===== config.mk =====
export PLATFORM = sky130hd
export DESIGN_NAME = conv1d_pool_pack
export DESIGN_NICKNAME = d
export VERILOG_FILES = /design/src/rtl/conv1d_pool_pack.sv
export SDC_FILE = /design/constraint.sdc
export NUM_CORES = 1
export LEC_CHECK = 0
export ABC_AREA = 0
export BUFFER_PORTS_ARGS = -buffer_cell sky130_fd_sc_hd__buf_2
export CAP_MARGIN = 40
export CORE_ASPECT_RATIO = 2
export CORE_UTILIZATION = 55
export DETAILED_ROUTE_END_ITERATION = 10
export PLACE_DENSITY_LB_ADDON = 0.15
export SYNTH_ARGS = -nofsm -noshare
export SYNTH_HDL_FRONTEND = slang
export SYNTH_SLANG_ARGS = --single-unit

===== constraint.sdc =====
create_clock -name clk -period 8.89 [get_ports clk]
set_input_delay 0 -clock clk [delete_from_list [all_inputs] [get_ports clk]]
set_output_delay 0 -clock clk [all_outputs]
set_load 0.005 [all_outputs]

===== src/rtl/conv1d_pool_pack.sv =====
// conv1d_pool_pack: max-pools every 2^k signed results, packs the pooled
// bytes little-endian into words and buffers them in a show-ahead FIFO.
// Optional macro CONV_POOL_AVG_EN adds average pooling (cfg_avg).
// Ports:
//   clk, rst_n            clock, async active-low reset
//   cfg_we, cfg_pool_log2 window config, honoured only while idle
//   cfg_avg               average-pool select (CONV_POOL_AVG_EN only)
//   flush                 close partial window and partial word
//   in_valid/in_ready/in_data     result input handshake
//   out_valid/out_ready/out_data  packed word output (reads 0 when empty)
//   out_count             FIFO occupancy
//   busy                  partial data pending or flush in progress
module conv1d_pool_pack #(
  parameter int unsigned BYTE_SIZE  = 8,
  parameter int unsigned INT32_SIZE = 32,
  parameter int unsigned FIFO_DEPTH = 16
) (
  input  logic                        clk,
  input  logic                        rst_n,
  input  logic                        cfg_we,
  input  logic [1:0]                  cfg_pool_log2,
`ifdef CONV_POOL_AVG_EN
  input  logic                        cfg_avg,
`endif
  input  logic                        flush,
  input  logic                        in_valid,
  output logic                        in_ready,
  input  logic [BYTE_SIZE-1:0]        in_data,
  output logic                        out_valid,
  input  logic                        out_ready,
  output logic [INT32_SIZE-1:0]       out_data,
  output logic [$clog2(FIFO_DEPTH):0] out_count,
  output logic                        busy
);

  localparam int unsigned NB = INT32_SIZE / BYTE_SIZE;
  localparam int unsigned IW = (NB > 1) ? $clog2(NB) : 1;
  localparam int unsigned AW = (FIFO_DEPTH > 1) ? $clog2(FIFO_DEPTH) : 1;
  localparam int unsigned CW = $clog2(FIFO_DEPTH) + 1;
`ifdef CONV_POOL_AVG_EN
  localparam int unsigned SW = BYTE_SIZE + 2;
`else
  localparam int unsigned SW = BYTE_SIZE;
`endif

  typedef enum logic [1:0] {RUN, FL_POOL, FL_PACK} state_t;

  state_t                 r_state, w_state_next;
  logic [1:0]             r_log2;
`ifdef CONV_POOL_AVG_EN
  logic                   r_avg;
`endif
  logic [2:0]             r_cnt;
  logic signed [SW-1:0]   r_acc;
  logic [INT32_SIZE-1:0]  r_word;
  logic [IW-1:0]          r_idx;
  logic [INT32_SIZE-1:0]  r_mem [FIFO_DEPTH];
  logic [AW-1:0]          r_wr, r_rd;
  logic [CW-1:0]          r_count;

  logic [1:0]             w_eff;
  logic [2:0]             w_win, w_cnt_inc, w_cnt_next;
  logic signed [SW-1:0]   w_in_ext, w_acc_next, w_src;
  logic [BYTE_SIZE-1:0]   w_byte;
  logic                   w_accept, w_emit, w_push, w_pop, w_full, w_pool_stall;
  logic [INT32_SIZE-1:0]  w_word_next, w_push_data;
  logic [IW-1:0]          w_idx_next;

  // log2 value 3 behaves as 2
  assign w_eff     = (r_log2 == 2'd3) ? 2'd2 : r_log2;
  assign w_win     = 3'd1 << w_eff;
  assign w_cnt_inc = r_cnt + 3'd1;
  assign w_in_ext  = SW'($signed(in_data));

  assign w_full    = (r_count == CW'(FIFO_DEPTH));
  assign w_pop     = out_ready && (r_count != '0);
  assign w_accept  = in_valid && in_ready;

  assign in_ready  = (r_state == RUN) && !w_full;
  assign out_valid = (r_count != '0);
  assign out_data  = (r_count != '0) ? r_mem[r_rd] : '0;
  assign out_count = r_count;
  assign busy      = (r_cnt != '0) || (r_idx != '0) || (r_state != RUN);

  // A flushed partial window that completes the word needs a free FIFO slot
  assign w_pool_stall = (r_state == FL_POOL) && (r_cnt != '0) &&
                        (r_idx == IW'(NB - 1)) && w_full;

  always_comb begin
`ifdef CONV_POOL_AVG_EN
    if (r_avg)
      w_acc_next = (r_cnt == '0) ? w_in_ext : (r_acc + w_in_ext);
    else
`endif
      w_acc_next = ((r_cnt == '0) || (w_in_ext > r_acc)) ? w_in_ext : r_acc;
  end

  always_comb begin
    w_cnt_next = r_cnt;
    w_emit     = 1'b0;
    w_src      = r_acc;
    if (w_accept) begin
      w_src = w_acc_next;
      if (w_cnt_inc == w_win) begin
        w_emit     = 1'b1;
        w_cnt_next = '0;
      end else begin
        w_cnt_next = w_cnt_inc;
      end
    end else if ((r_state == FL_POOL) && (r_cnt != '0) && !w_pool_stall) begin
      w_emit     = 1'b1;
      w_cnt_next = '0;
    end
  end

  // Average mode shifts by the configured log2 even for a partial window
  always_comb begin
`ifdef CONV_POOL_AVG_EN
    if (r_avg)
      w_byte = BYTE_SIZE'(w_src >>> w_eff);
    else
`endif
      w_byte = BYTE_SIZE'(w_src);
  end

  always_comb begin
    w_word_next = r_word;
    w_idx_next  = r_idx;
    w_push      = 1'b0;
    w_push_data = r_word;
    if (w_emit) begin
      w_word_next[BYTE_SIZE*r_idx +: BYTE_SIZE] = w_byte;
      if (r_idx == IW'(NB - 1)) begin
        w_push      = 1'b1;
        w_push_data = w_word_next;
        w_word_next = '0;
        w_idx_next  = '0;
      end else begin
        w_idx_next = r_idx + 1'b1;
      end
    end else if ((r_state == FL_PACK) && (r_idx != '0) && !w_full) begin
      // word register is cleared after every push, so unused bytes read 0
      w_push      = 1'b1;
      w_push_data = r_word;
      w_word_next = '0;
      w_idx_next  = '0;
    end
  end

  always_comb begin
    w_state_next = r_state;
    case (r_state)
      RUN:     if (flush) w_state_next = FL_POOL;
      FL_POOL: if (!w_pool_stall) w_state_next = FL_PACK;
      FL_PACK: if ((r_idx == '0) || !w_full) w_state_next = RUN;
      default: w_state_next = RUN;
    endcase
  end

  always_ff @(posedge clk or negedge rst_n) begin
    if (!rst_n) r_state <= RUN;
    else        r_state <= w_state_next;
  end

  always_ff @(posedge clk or negedge rst_n) begin
    if (!rst_n) begin
      r_log2  <= '0;
`ifdef CONV_POOL_AVG_EN
      r_avg   <= 1'b0;
`endif
      r_cnt   <= '0;
      r_acc   <= '0;
      r_word  <= '0;
      r_idx   <= '0;
      r_wr    <= '0;
      r_rd    <= '0;
      r_count <= '0;
    end else begin
      if (cfg_we && !busy) begin
        r_log2 <= cfg_pool_log2;
`ifdef CONV_POOL_AVG_EN
        r_avg  <= cfg_avg;
`endif
      end
      if (w_accept) r_acc <= w_acc_next;
      r_cnt  <= w_cnt_next;
      r_word <= w_word_next;
      r_idx  <= w_idx_next;
      if (w_push) r_wr <= r_wr + 1'b1;
      if (w_pop)  r_rd <= r_rd + 1'b1;
      case ({w_push, w_pop})
        2'b10:   r_count <= r_count + 1'b1;
        2'b01:   r_count <= r_count - 1'b1;
        default: r_count <= r_count;
      endcase
    end
  end

  always_ff @(posedge clk) begin
    if (w_push) r_mem[r_wr] <= w_push_data;
  end

endmodule


---- After elaboration in Yosys (flattened, before gate mapping) ----
Memories as Yosys holds them, arrays and structs flattened.
Index checks and enable logic that the tools add are counted.
operators by class
  reduce and logical (&&, ||, !) cells .... 28
  add/sub/neg operators ................... 7
  magnitude comparators ................... 1
  shift operators ......................... 3
  mux-type cells .......................... 29
  equality and inequality tests ........... 11
operator list
  cell                     count
  $mux 32                  6
  $neg 5->34               1
  $shift 8x34->32 const A  1
  $shiftx 8x34->32         1
  $bwmux 32                1
  $mux 8                   2
  $mux 2                   7
  $logic_and 1x1->1        10
  $pmux 5 s2               1
  $reduce_bool 2->1        5
  $mux 3                   3
  $add 4x1->4 const B      2
  $eq 2x2->1 const B       4
  $gt 8x8->1               1
  $mux 1                   8
  $pmux 2 s3               1
  $add 5x1->5 const B      1
  $eq 5x5->1 const B       1
  $reduce_bool 5->1        1
  $sub 5x1->5 const B      1
  $eq 2x1->1 const B       2
  $logic_not 2->1          2
  $logic_or 1x1->1         4
  $ne 2x2->1 const B       2
  9 further kinds          11
word-level totals
  bits in registers ....................... 62
  logic and storage cells ................. 89
  RAM bits ................................ 512
  memories ................................ 1
memory list
  memory  depth  width  rd ports  clocked after Yosys merged registers in  wr ports  RTL line  text
  r_mem   16     32     1         0                                        1         57        logic [INT32_SIZE-1:0] r_mem [FIFO_DEPTH];

---- Depth between registers and ports, before layout ----
Gate-level depths: netlist (run 1).
  depth after elaboration ................. 11
  mapped depth ............................ 17

---- Worst setup path after synthesis (run 1) ----
Ideal clock, no wire load.
  path kind ............................... reg2reg
  start point ............................. register r_cnt[0]
  end point ............................... memory r_mem[3][0], enable pin
  data required time ...................... 8.429 ns
  buffers on the path ..................... 1
  data arrival time ....................... 4.226 ns
  cell stages (with the launch flop) ...... 10
  period minus slack after synthesis ...... 4.687 ns
  setup slack ............................. 4.203 ns
  cell sequence ........................... dfrtp_1 -> inv_1 -> ha_1 -> or3_4 -> a211oi_4 -> o311ai_1 -> a21oi_1 -> buf_2 -> nand2_1 -> nor3_1
on the way
  cells in the longest elaborated chain, start to end .. 11
ends and longest elaborated chain
  item                                                                 RTL line  text
  from (decl)                                                          53        logic [2:0] r_cnt;
  from (signal assigned)                                               186       r_cnt <= w_cnt_next;
  parallel branches: the longest is 7 deep, another holds $add 3x1->3  -
  $mux 1 (*)                                                           102       if (w_accept) begin
  $mux 1 (*)                                                           131       if (w_emit) begin
  $mux 1 (*)                                                           200       if (w_push) r_mem[r_wr] <= w_push_data;
  $mux 1 (implied by the code) (*)                                     200
  to (decl)                                                            57
Mark *: on every way between the ends.

---- Worst setup path in the final report (run 1) ----
  start point ............................. register r_rd[0]
  end point ............................... output out_data[5]
on the way
  cells in the longest elaborated chain, start to end .. 2
ends and longest elaborated chain
  item                    RTL line  text
  from (decl)             58        logic [AW-1:0] r_wr, r_rd;
  from (signal assigned)  190       if (w_pop) r_rd <= r_rd + 1'b1;
  $mem_v2 16x32           -
  $mux 32                 81        assign out_data = (r_count != '0) ? r_mem[r_rd] : '0;
  to (decl)               31        output logic [INT32_SIZE-1:0] out_data,
Every way passes these cells.

==> reports/metrics.yaml, run 1 <==
yosys_most_used_dff: "edfxtp_1"
num_antenna_cells: 0
clock_sinks: 574
fin_crit_sh_pct: 46.1
fin_util_pct: 63.4
die_y_um: 291
core_area_um2: 41100
fmax_mhz: 244
antenna_found_initial: 0
grt_pass1_vias: 12000
cts_setup_buffers: 0
drc: 0
rsz0062_at_grt: "no"
layout_setup_ws_ns: 4.79
critPathLaunchType: "flop"
syn-num-nets: 1123
reg2reg_slack_ns: 5.13
ys_types: 54
synth_edf_count: 512
endpoint_kind: "primary output"
layout.nets: 1256
holdPathStages: 5
outcome: "completed"
wl_per_cell_um: 27.8
postRouteAntennaNets: 0
drv_slew: 0
clkLatencyLatePin_ns: 0.57
synth_area_um2: 23000
synth_cells: 1081
hpwl_mm: 29.6
hp-start: "in_valid"
cts_root_buf: "clkbuf_16"
syn_to_final_growth_pct: 13.2
min_path_type: "in2reg"
avgSynthCellArea_um2: 21.3
relSlewSlack_pct: 29.9
setup_viol: 0
routed_wl_mm: 49.6
final-hold-violation-count: 0
multiInputGateArea_um2: 5780
die_area_um2: 42700
ir_drop_v: 0.000216
grt_max_degree: 63
cts-htree-levels: 2
p_leak_nw: 8.69
path_max_fanout: 39
setup_tns_ns: 0
final_cells: 1785
numCtsBuffers: 46
cts_tree: "built"
ys_ff_latch: 574
yosysWarningCount: 0
grt_pass1_wl_mm: 74.8
fin_skew_ns: 0.0146
firstDrtPassIters: 4
yosysSeqAreaShare_pct: 73.5
timing.hold.worst_endpoint: "r_idx[1]"
detail_route.vias_per_cell: 6.20
clk_pin_slew_worst_paths_ns: 0.07
place_congestion: 0.848
fillers: 2764
worst_pin_slew_ns: 1.05
arrival_ns: 4.10
pin_count: 56
row_count: 105
synth_top_area_share_pct: 66.8
worstReg2RegStart: "r_cnt[0]"
synth_largest_area_cell: "edfxtp_1"
initial_core_util_pct: 56.0
place_inst: 1685
period_minus_slack_ns: 4.10
timing.rr.end: "out_count[4]"
rr_worst_depth: 17
io_buffers: 55
num_vias: 11100
grtUsageTotal_pct: 24.3
power_density_nw_per_um2: 297
dp_slack_ns: 5.15
dieWidth_um: 147
worst_ep_required_time_ns: 8.89
drive_gt1_share_pct: 30.9
gr-total-overflow: 0
synthArstFlopShare_pct: 10.8
cap_violations: 0
clock_path_buffers: 3
final-seq-area_um2: 16900
drt_iter0_markers: 581
synth_top_cells_by_area: "edfxtp_1, mux4_2, dfrtp_1, o2bb2ai_1, ha_1"
crit_type: "reg2out"
registers in the layout, summed over array words and instances (netlist names), 3 cells and up:
register / cells
r_cnt: 3
r_mem: 512
out_count: 5
r_rd: 4
r_acc: 8
r_word: 32
r_wr: 4
per-layer routing:
| layer | vias to the layer above | GRT usage (%) | wire length [um] |
|---|---|---|---|
| met1 | 5891 | 29.2 | 18400 |
| met3 | 115 | 2.66 | 1820 |
| met2 | 304 | 43.8 | 27200 |
| met5 | - | 0 | 0 |
| met4 | 0 | 10.7 | 2240 |
| li1 | 4752 | - | - |
metrics by stage:
step	area (um2)	power (W)	hold slack [ns]
3_3_place_gp	23900	0.00565	0.217
4_1_cts	26100	0.00782	0.0248
6_report	26100	0.00773	0.0710
5_1_grt	26100	0.00807	0.127
2_1_floorplan	23000	0.00495	-0.296
3_5_place_dp	24400	0.00574	0.228
placed cells by master, fill, tap and decap left out, drive strengths merged, types with 2 or more instances in the layout:
cell type,instances
nor4b,2
a211oi,3
buf,116
o21ai,11
nand3,2
xnor2,8
mux4,160
nand4,5
mux2,3
o22ai,2
a21o,2
mux2i,8
nand2b,3
or3,2
nor3,5
inv,34
and2,36
dfrtp,62
edfxtp,512
o31ai,2
nand2,30
and3,16
a21oi,9
nor2,9
bufinv,5
dlygate4sd3,15
clkbuf,68
ha,25
xor2,4
clkinv,7
o2bb2ai,64
nor2b,5
cell usage after synthesis, types with 2 or more instances:
library cell    n
dfrtp_1        62
o22ai_1         2
edfxtp_1      512
nor3_1          4
nand4_1         5
clkbuf_1       20
nor4b_1         2
nand2b_1        3
nand2_1        30
buf_2           8
a21oi_1         8
ha_1           25
xor2_1          4
inv_1          31
o21ai_0         6
mux2i_2         8
nand3_1         2
mux4_2        160
a211oi_4        2
buf_1           8
xnor2_1         8
nor2b_1         5
and3_1         16
o2bb2ai_1      64
a21o_1          2
nor2_1          8
buf_4           9
and2_1         36
o21ai_4         4
mux2_2          3
how the worst max path moves through the flow:
stage / from / endpoint / slack [ns]
2_1_floorplan: r_cnt[0] / r_mem[3][0] / 4.20
3_3_place_gp: r_cnt[0] / r_mem[14][12] / 4.74
3_5_place_dp: r_cnt[0] / out_count[4] / 5.15
4_1_cts: r_rd[0] / out_data[5] / 4.62
5_1_grt: r_rd[0] / out_data[5] / 4.47
6_report: r_rd[0] / out_data[5] / 4.79
logic make-up (layout without fill, tap and decap cells):
logic type | count (synthesis) | count (layout) | synth area share (%)
flops | 574 | 574 | 73.5
mux | 171 | 171 | 16.3
simple gates | 120 | 120 | 2.98
compound gates | 101 | 101 | 3.82
buf+inv | 77 | 246 | 1.48
fa+ha+maj | 26 | 26 | 1.45
xor+xnor | 12 | 12 | 0.457
layout make-up:
type,count,area share (%)
flip-flops and latches,574,65.0
multi-input cells,430,22.2
well taps,535,2.57
clock inverters,16,0.811
repair buffers,131,4.02
clock buffers,68,5.01
inverters,31,0.446
timing repair:
action / CTS / global route
hold buffers: 15 / 0
resized for setup: 0 / 0
endpoints found under the hold margin: 109 / 0
critical path, stage by stage (launching register included):
cell and delay (ns):
dfrtp_4 0.58, buf_4 0.68, buf_4 0.76, mux4_2 0.59
mux4_2 0.57, and2_1 0.19, buf_2 0.12
where the power goes:
group	switching, W	internal, W	total (W)
logic	0.00119	0.00115	0.00234
clock network	0.000913	0.00117	0.00208
registers	0.000177	0.00313	0.00331
Note: power is estimated with default switching activity, not from simulation.
==> run 2, diff against run 1 <==
- clock period: 8.89 -> 3.73 ns (I/O delays scaled with it)
==> run 2 against run 1 <==
Against the previous run: die area unchanged; register-to-register slack worse by 5.0 ns; highest routed layer unchanged; first-iteration DRC count up 38%; critical path depth up 2; count of clock-buffer cells in the layout down 10.
==> reports/metrics.yaml, run 2 (synthesis results as in run 1) <==
rsz0062_at_grt: "no"
fillers: 2795  # +1.1%
largest_reg_flops: 512  # unchanged
place_congestion: 0.789  # -7.0%
switching_power_w: 0.00547  # +140%
wl_per_cell_um: 27.7  # -0.39%
outcome: "completed"
endpoint_kind: "flop"
multiInputGateArea_um2: 5780  # +0.11%
ctsResizeCount: 0  # unchanged
setup_tns_ns: 0  # unchanged
worstReg2RegStart: "r_cnt[0]"
gr-total-overflow: 0  # unchanged
crit_type: "reg2reg"
grt_pass1_vias: 11900  # -0.69%
top_regs: "r_mem: 512 flops, r_word: 32 flops, r_acc: 8 flops"
worst_ep_required_time_ns: 3.95  # -4.94 ns
postRouteAntennaNets: 0  # unchanged
intPower_w: 0.0131  # +140%
crit_start: "r_cnt[0]"
p_clk_share_pct: 26.3  # -0.6 points
detail_route.vias_per_cell: 6.16  # -0.56%
reg2reg_slack_ns: 0.17  # -4.96 ns
grtUsageTotal_pct: 24.5  # +0.22 points
top_register: "r_mem"
clk_pin_slew_worst_paths_ns: 0.07  # about the same
arrival_ns: 3.78  # -0.32 ns
cts_tree: "built"
cts_hold_buf: 15  # unchanged
hp-start: "in_data[3]"
rr_worst_depth: 8  # -9
power_frac_comb_pct: 30.7  # +0.4 points
clock_path_buffers: 3  # unchanged
whs_ns: 0.0282  # -0.0428 ns
layout.nets: 1279  # +1.8%
firstDrtPassIters: 5  # +1
drc: 0  # unchanged
syn_to_final_growth_pct: 14.7
grt_max_degree: 42  # -33%
p_leak_nw: 8.83  # +1.6%
fin_crit_sh_pct: 95.4
cts_setup_buffers: 0  # unchanged
cts-htree-levels: 2  # unchanged
ir_drop_v: 0.000478  # +120%
final-seq-area_um2: 16900  # unchanged
initial_core_util_pct: 56.0  # unchanged
die_y_um: 291  # unchanged
drive_gt1_share_pct: 32.5  # +1.6 points
final-hold-violation-count: 0  # unchanged
drv_slew: 0  # unchanged
final_cell_mix: "edfxtp_1, mux4_2, o2bb2ai_1"
pin_count: 56  # unchanged
clock_sinks: 574  # unchanged
fmax_mhz: 281
dieWidth_um: 147  # unchanged
path_max_fanout: 16  # -59%
final_common_cell: "edfxtp_1"
fin_skew_ns: 0.0190  # +0.00437 ns
num_antenna_cells: 0  # unchanged
numCtsBuffers: 46  # unchanged
period_minus_slack_ns: 3.56
timing.rr.end: "r_mem[5][2]"
routed_wl_mm: 50.1  # +0.89%
relSlewSlack_pct: 33.4  # +3.5 points
core_area_um2: 41100  # unchanged
grt_pass1_wl_mm: 75.1  # +0.37%
pwr-share-seq_pct: 43.0  # +0.2 points
cts_root_buf: "clkbuf_16"
setup_viol: 0  # unchanged
sw_frac_of_total_pct: 29.5  # about the same
num_vias: 11100  # +0.72%
timing.hold.worst_endpoint: "r_word[11]"
antenna_found_initial: 0  # unchanged
drt_iter0_markers: 804  # +38%
row_count: 105  # unchanged
critPathLaunchType: "flop"
holdPathStages: 3  # -2
min_path_type: "in2reg"
clkLatencyLatePin_ns: 0.57  # about the same
hpwl_mm: 29.8  # +0.97%
die_area_um2: 42700  # unchanged
io_buffers: 55  # unchanged
power_density_nw_per_um2: 703  # +140%
worst_pin_slew_ns: 0.999  # -0.0519 ns
cap_violations: 0  # unchanged
## run 2: cell types whose count changed in the layout (fill, tap and decap cells not counted), moves of 3 or more
cell      delta
buf_4        +5
clkbuf_1     -9
buf_16       -7
clkinv_1     +4
buf_12      +24
clkbuf_2     +3
clkbuf_8     -5
clkinv_2     +5
## run 2: cell type report
class | instances | share of cell area [%]
clock buffer | 58 | 4.71
multi-input combinational | 430 | 21.9
inverter | 31 | 0.441
sequential | 574 | 64.2
timing repair buffer | 154 | 5.25
clock inverter | 26 | 0.981
tap | 535 | 2.54
## run 2: per-stage QoR
step	utilization [%]	instances	cell area, um2	total power [W]	setup WS [ns]
detailed placement	60.1	1703	24700	0.0139	0.0396
finish	64.2	1808	26400	0.0185	0.172
CTS	64.1	1802	26300	0.0187	0.0349
global placement	59.9	1695	24600	0.0138	0.244
floorplan	-	1081	23000	0.0118	0.0232
global route	64.2	1808	26400	0.0193	0.0323
## run 2: routing by layer
metal | vias to the layer above | routed length, um | track usage [%]
li1 | 4800 | - | -
met1 | 5899 | 19100 | 31.0
met2 | 353 | 26900 | 43.1
met3 | 90 | 2240 | 2.95
met4 | 0 | 1830 | 9.48
met5 | - | 0 | 0
## run 2: power groups by stage
| stage | Clock, W | Sequential [W] | Combinational (W) |
|---|---|---|---|
| 3_5_place_dp | 0 | 0.00812 | 0.00576 |
| 2_1_floorplan | 0 | 0.00777 | 0.00404 |
| 3_3_place_gp | 0 | 0.00817 | 0.00561 |
| 4_1_cts | 0.00496 | 0.00798 | 0.00580 |
| 6_report | 0.00488 | 0.00797 | 0.00570 |
| 5_1_grt | 0.00517 | 0.00803 | 0.00613 |
## run 2: worst max-delay path, stage by stage (launching register included)
cell and delay, ns:
dfrtp_1 0.43, inv_1 0.08, ha_1 0.35, or3_4 0.36
a211oi_4 0.29, o311ai_1 0.18, nor2_2 0.32, nand2_1 0.33
o2bb2ai_1 0.89
## run 2: worst max path at each step
stage                     depth (start not counted)  slack, ns             to
after floorplan                                   9       0.02    r_mem[3][0]
after global placement                            8       0.24   r_mem[4][10]
after detailed placement                          8       0.04   r_mem[7][10]
after CTS                                         8       0.03  r_mem[10][10]
after global routing                              8       0.03    r_mem[3][2]
final                                             8       0.17    r_mem[5][2]
==> run 3, diff against run 2 <==
- REMOVE_ABC_BUFFERS: unset -> 1
==> run 3 against run 2 <==
Against the previous run: register-to-register slack gained 0.14 ns; critical endpoint is now r_mem[11][30]; first-iteration DRC count shrank 1.1%; largest cell class unchanged; largest power group unchanged; highest routed layer unchanged; wire length grew 0.69%; global-route usage grew 0.14 points.
==> reports/metrics.yaml, run 3 (synthesis results as in run 1) <==
hpwl_mm: 29.0  # -2.9%
path_max_fanout: 16  # unchanged
clkLatencyLatePin_ns: 0.56  # about the same
setup_viol: 0  # unchanged
crit_type: "reg2reg"
rsz0062_at_grt: "no"
fillers: 2748  # -1.7%
arrival_ns: 3.64  # -0.14 ns
min_path_type: "in2reg"
num_antenna_cells: 0  # unchanged
gr-total-overflow: 0  # unchanged
multiInputGateArea_um2: 5780  # -0.11%
io_buffers: 55  # unchanged
final_cells: 1797  # -0.61%
period_minus_slack_ns: 3.41  # -0.145 ns
top_regs: "r_mem: 512 flops, r_word: 32 flops, r_acc: 8 flops"
grt_pass1_vias: 12000  # +1.4%
grtUsageTotal_pct: 24.7  # +0.14 points
numCtsBuffers: 47  # +2.2%
dieWidth_um: 147  # unchanged
relSlewSlack_pct: 37.8  # +4.4 points
dr_wl_met2_mm: 27.4  # +2.0%
die_area_um2: 42700  # unchanged
endpoint_kind: "flop"
path_cells: "inv_1, ha_1, or3_4, a211oi_4, o311ai_1, nor2_2, nand2_1, o2bb2ai_1"
place_inst: 1686  # -1.0%
largest_reg_flops: 512  # unchanged
detail_route.vias_per_cell: 6.21  # +0.77%
fmax_mhz: 293  # +4.2%
row_count: 105  # unchanged
power_density_nw_per_um2: 702  # -0.13%
final_common_cell: "edfxtp_1"
drv_slew: 0  # unchanged
p_leak_nw: 8.75  # -0.87%
final-hold-violation-count: 0  # unchanged
ir_drop_v: 0.000672  # +41%
antenna_found_initial: 1  # +1
grt_max_degree: 45  # +7.1%
drt_iter0_markers: 795  # -1.1%
critPathLaunchType: "flop"
dp_slack_ns: 0.173  # +0.133 ns
cts_tree: "built"
clock_path_buffers: 3  # unchanged
routed_wl_mm: 50.4  # +0.69%
syn_to_final_growth_pct: 14.1
drive_gt1_share_pct: 31.2  # -1.3 points
drt-met1-wl_mm: 18.6  # -2.6%
core_area_um2: 41100  # unchanged
clk_pin_slew_worst_paths_ns: 0.07  # about the same
layout_setup_ws_ns: 0.317  # +0.145 ns
ctsResizeCount: 0  # unchanged
cts_hold_buf: 17  # +2
top_layer: "met4"
clock_sinks: 574  # unchanged
final_cell_mix: "edfxtp_1, mux4_2, o2bb2ai_1"
initial_core_util_pct: 56.0  # unchanged
fin_crit_sh_pct: 91.5  # -3.9 points
cts_setup_buffers: 0  # unchanged
final-seq-area_um2: 16900  # unchanged
top_register: "r_mem"
worst_ep_required_time_ns: 3.96  # about the same
setup_tns_ns: 0  # unchanged
place_congestion: 0.826  # +4.7%
slowest_delay_ns: 0.83  # -0.06 ns
grt_pass1_wl_mm: 75.6  # +0.64%
layout.nets: 1269  # -0.78%
whs_ns: 0.0680  # +0.0398 ns
cts-htree-levels: 2  # unchanged
crit_path_top_delay_cell: "o2bb2ai_1"
firstDrtPassIters: 5  # unchanged
postRouteAntennaNets: 0  # unchanged
fin_skew_ns: 0.0174  # -0.00159 ns
wl_per_cell_um: 28.1  # +1.3%
cap_violations: 0  # unchanged
drc: 0  # unchanged
outcome: "completed"
worst_pin_slew_ns: 0.933  # -0.0655 ns
cts_root_buf: "clkbuf_16"
die_y_um: 291  # unchanged
num_vias: 11200  # +0.15%
route.met3.wl_mm: 2.22  # -0.94%
pin_count: 56  # unchanged
## run 3: worst paths after layout
| kind | startpoint | endpoint | slack [ns] | cells after the start |
|---|---|---|---|---|
| worst max register to register | r_cnt[0] | r_mem[11][30] | 0.32 | 8 |
| worst min register to register | r_word[2] | r_word[2] | 0.49 | 1 |
| min in group asynchronous | rst_n | r_acc[5] | 0.47 | 4 |
| worst max-delay path | r_cnt[0] | r_mem[11][30] | 0.32 | 8 |
| max in group asynchronous | rst_n | r_acc[6] | 2.52 | 4 |
| worst min-delay path | in_valid | r_idx[1] | 0.07 | 5 |
## run 3: power by group
group          switching [W]  total, W  internal [W]
combinational        0.00277   0.00562       0.00286
sequential          0.000525   0.00799       0.00746
clock                0.00215   0.00482       0.00267
## run 3: per-layer routing
metal / vias up / global-route usage [%]
li1: 4777 / -
met5: - / 0
met3: 111 / 2.92
met1: 5904 / 30.2
met4: 0 / 10.4
met2: 367 / 44.0
## run 3: cell type report
| type | count | area share [%] |
|---|---|---|
| Clock inverter | 21 | 0.658 |
| Timing Repair Buffer | 143 | 4.87 |
| Multi-Input combinational cell | 430 | 22.0 |
| Sequential cell | 574 | 64.5 |
| Inverter | 31 | 0.443 |
| Tap cell | 535 | 2.55 |
| Clock buffer | 63 | 4.98 |
## run 3: critical path: cells and delay by family (launching register included)
| kind | cells | cell delay, ns |
|---|---|---|
| simple gates | 3 | 0.93 |
| buf+inv | 1 | 0.08 |
| flops | 1 | 0.42 |
| compound gates | 3 | 1.30 |
| fa+ha+maj | 1 | 0.34 |
## run 3: per-stage QoR
stage          instance area (um2)  total power (W)  utilization [%]
3_5_place_dp                 24500           0.0138             59.7
2_1_floorplan                22800           0.0118                -
4_1_cts                      26200           0.0186             63.7
3_3_place_gp                 24400           0.0137             59.3
5_1_grt                      26300           0.0192             63.9
6_report                     26300           0.0184             63.9
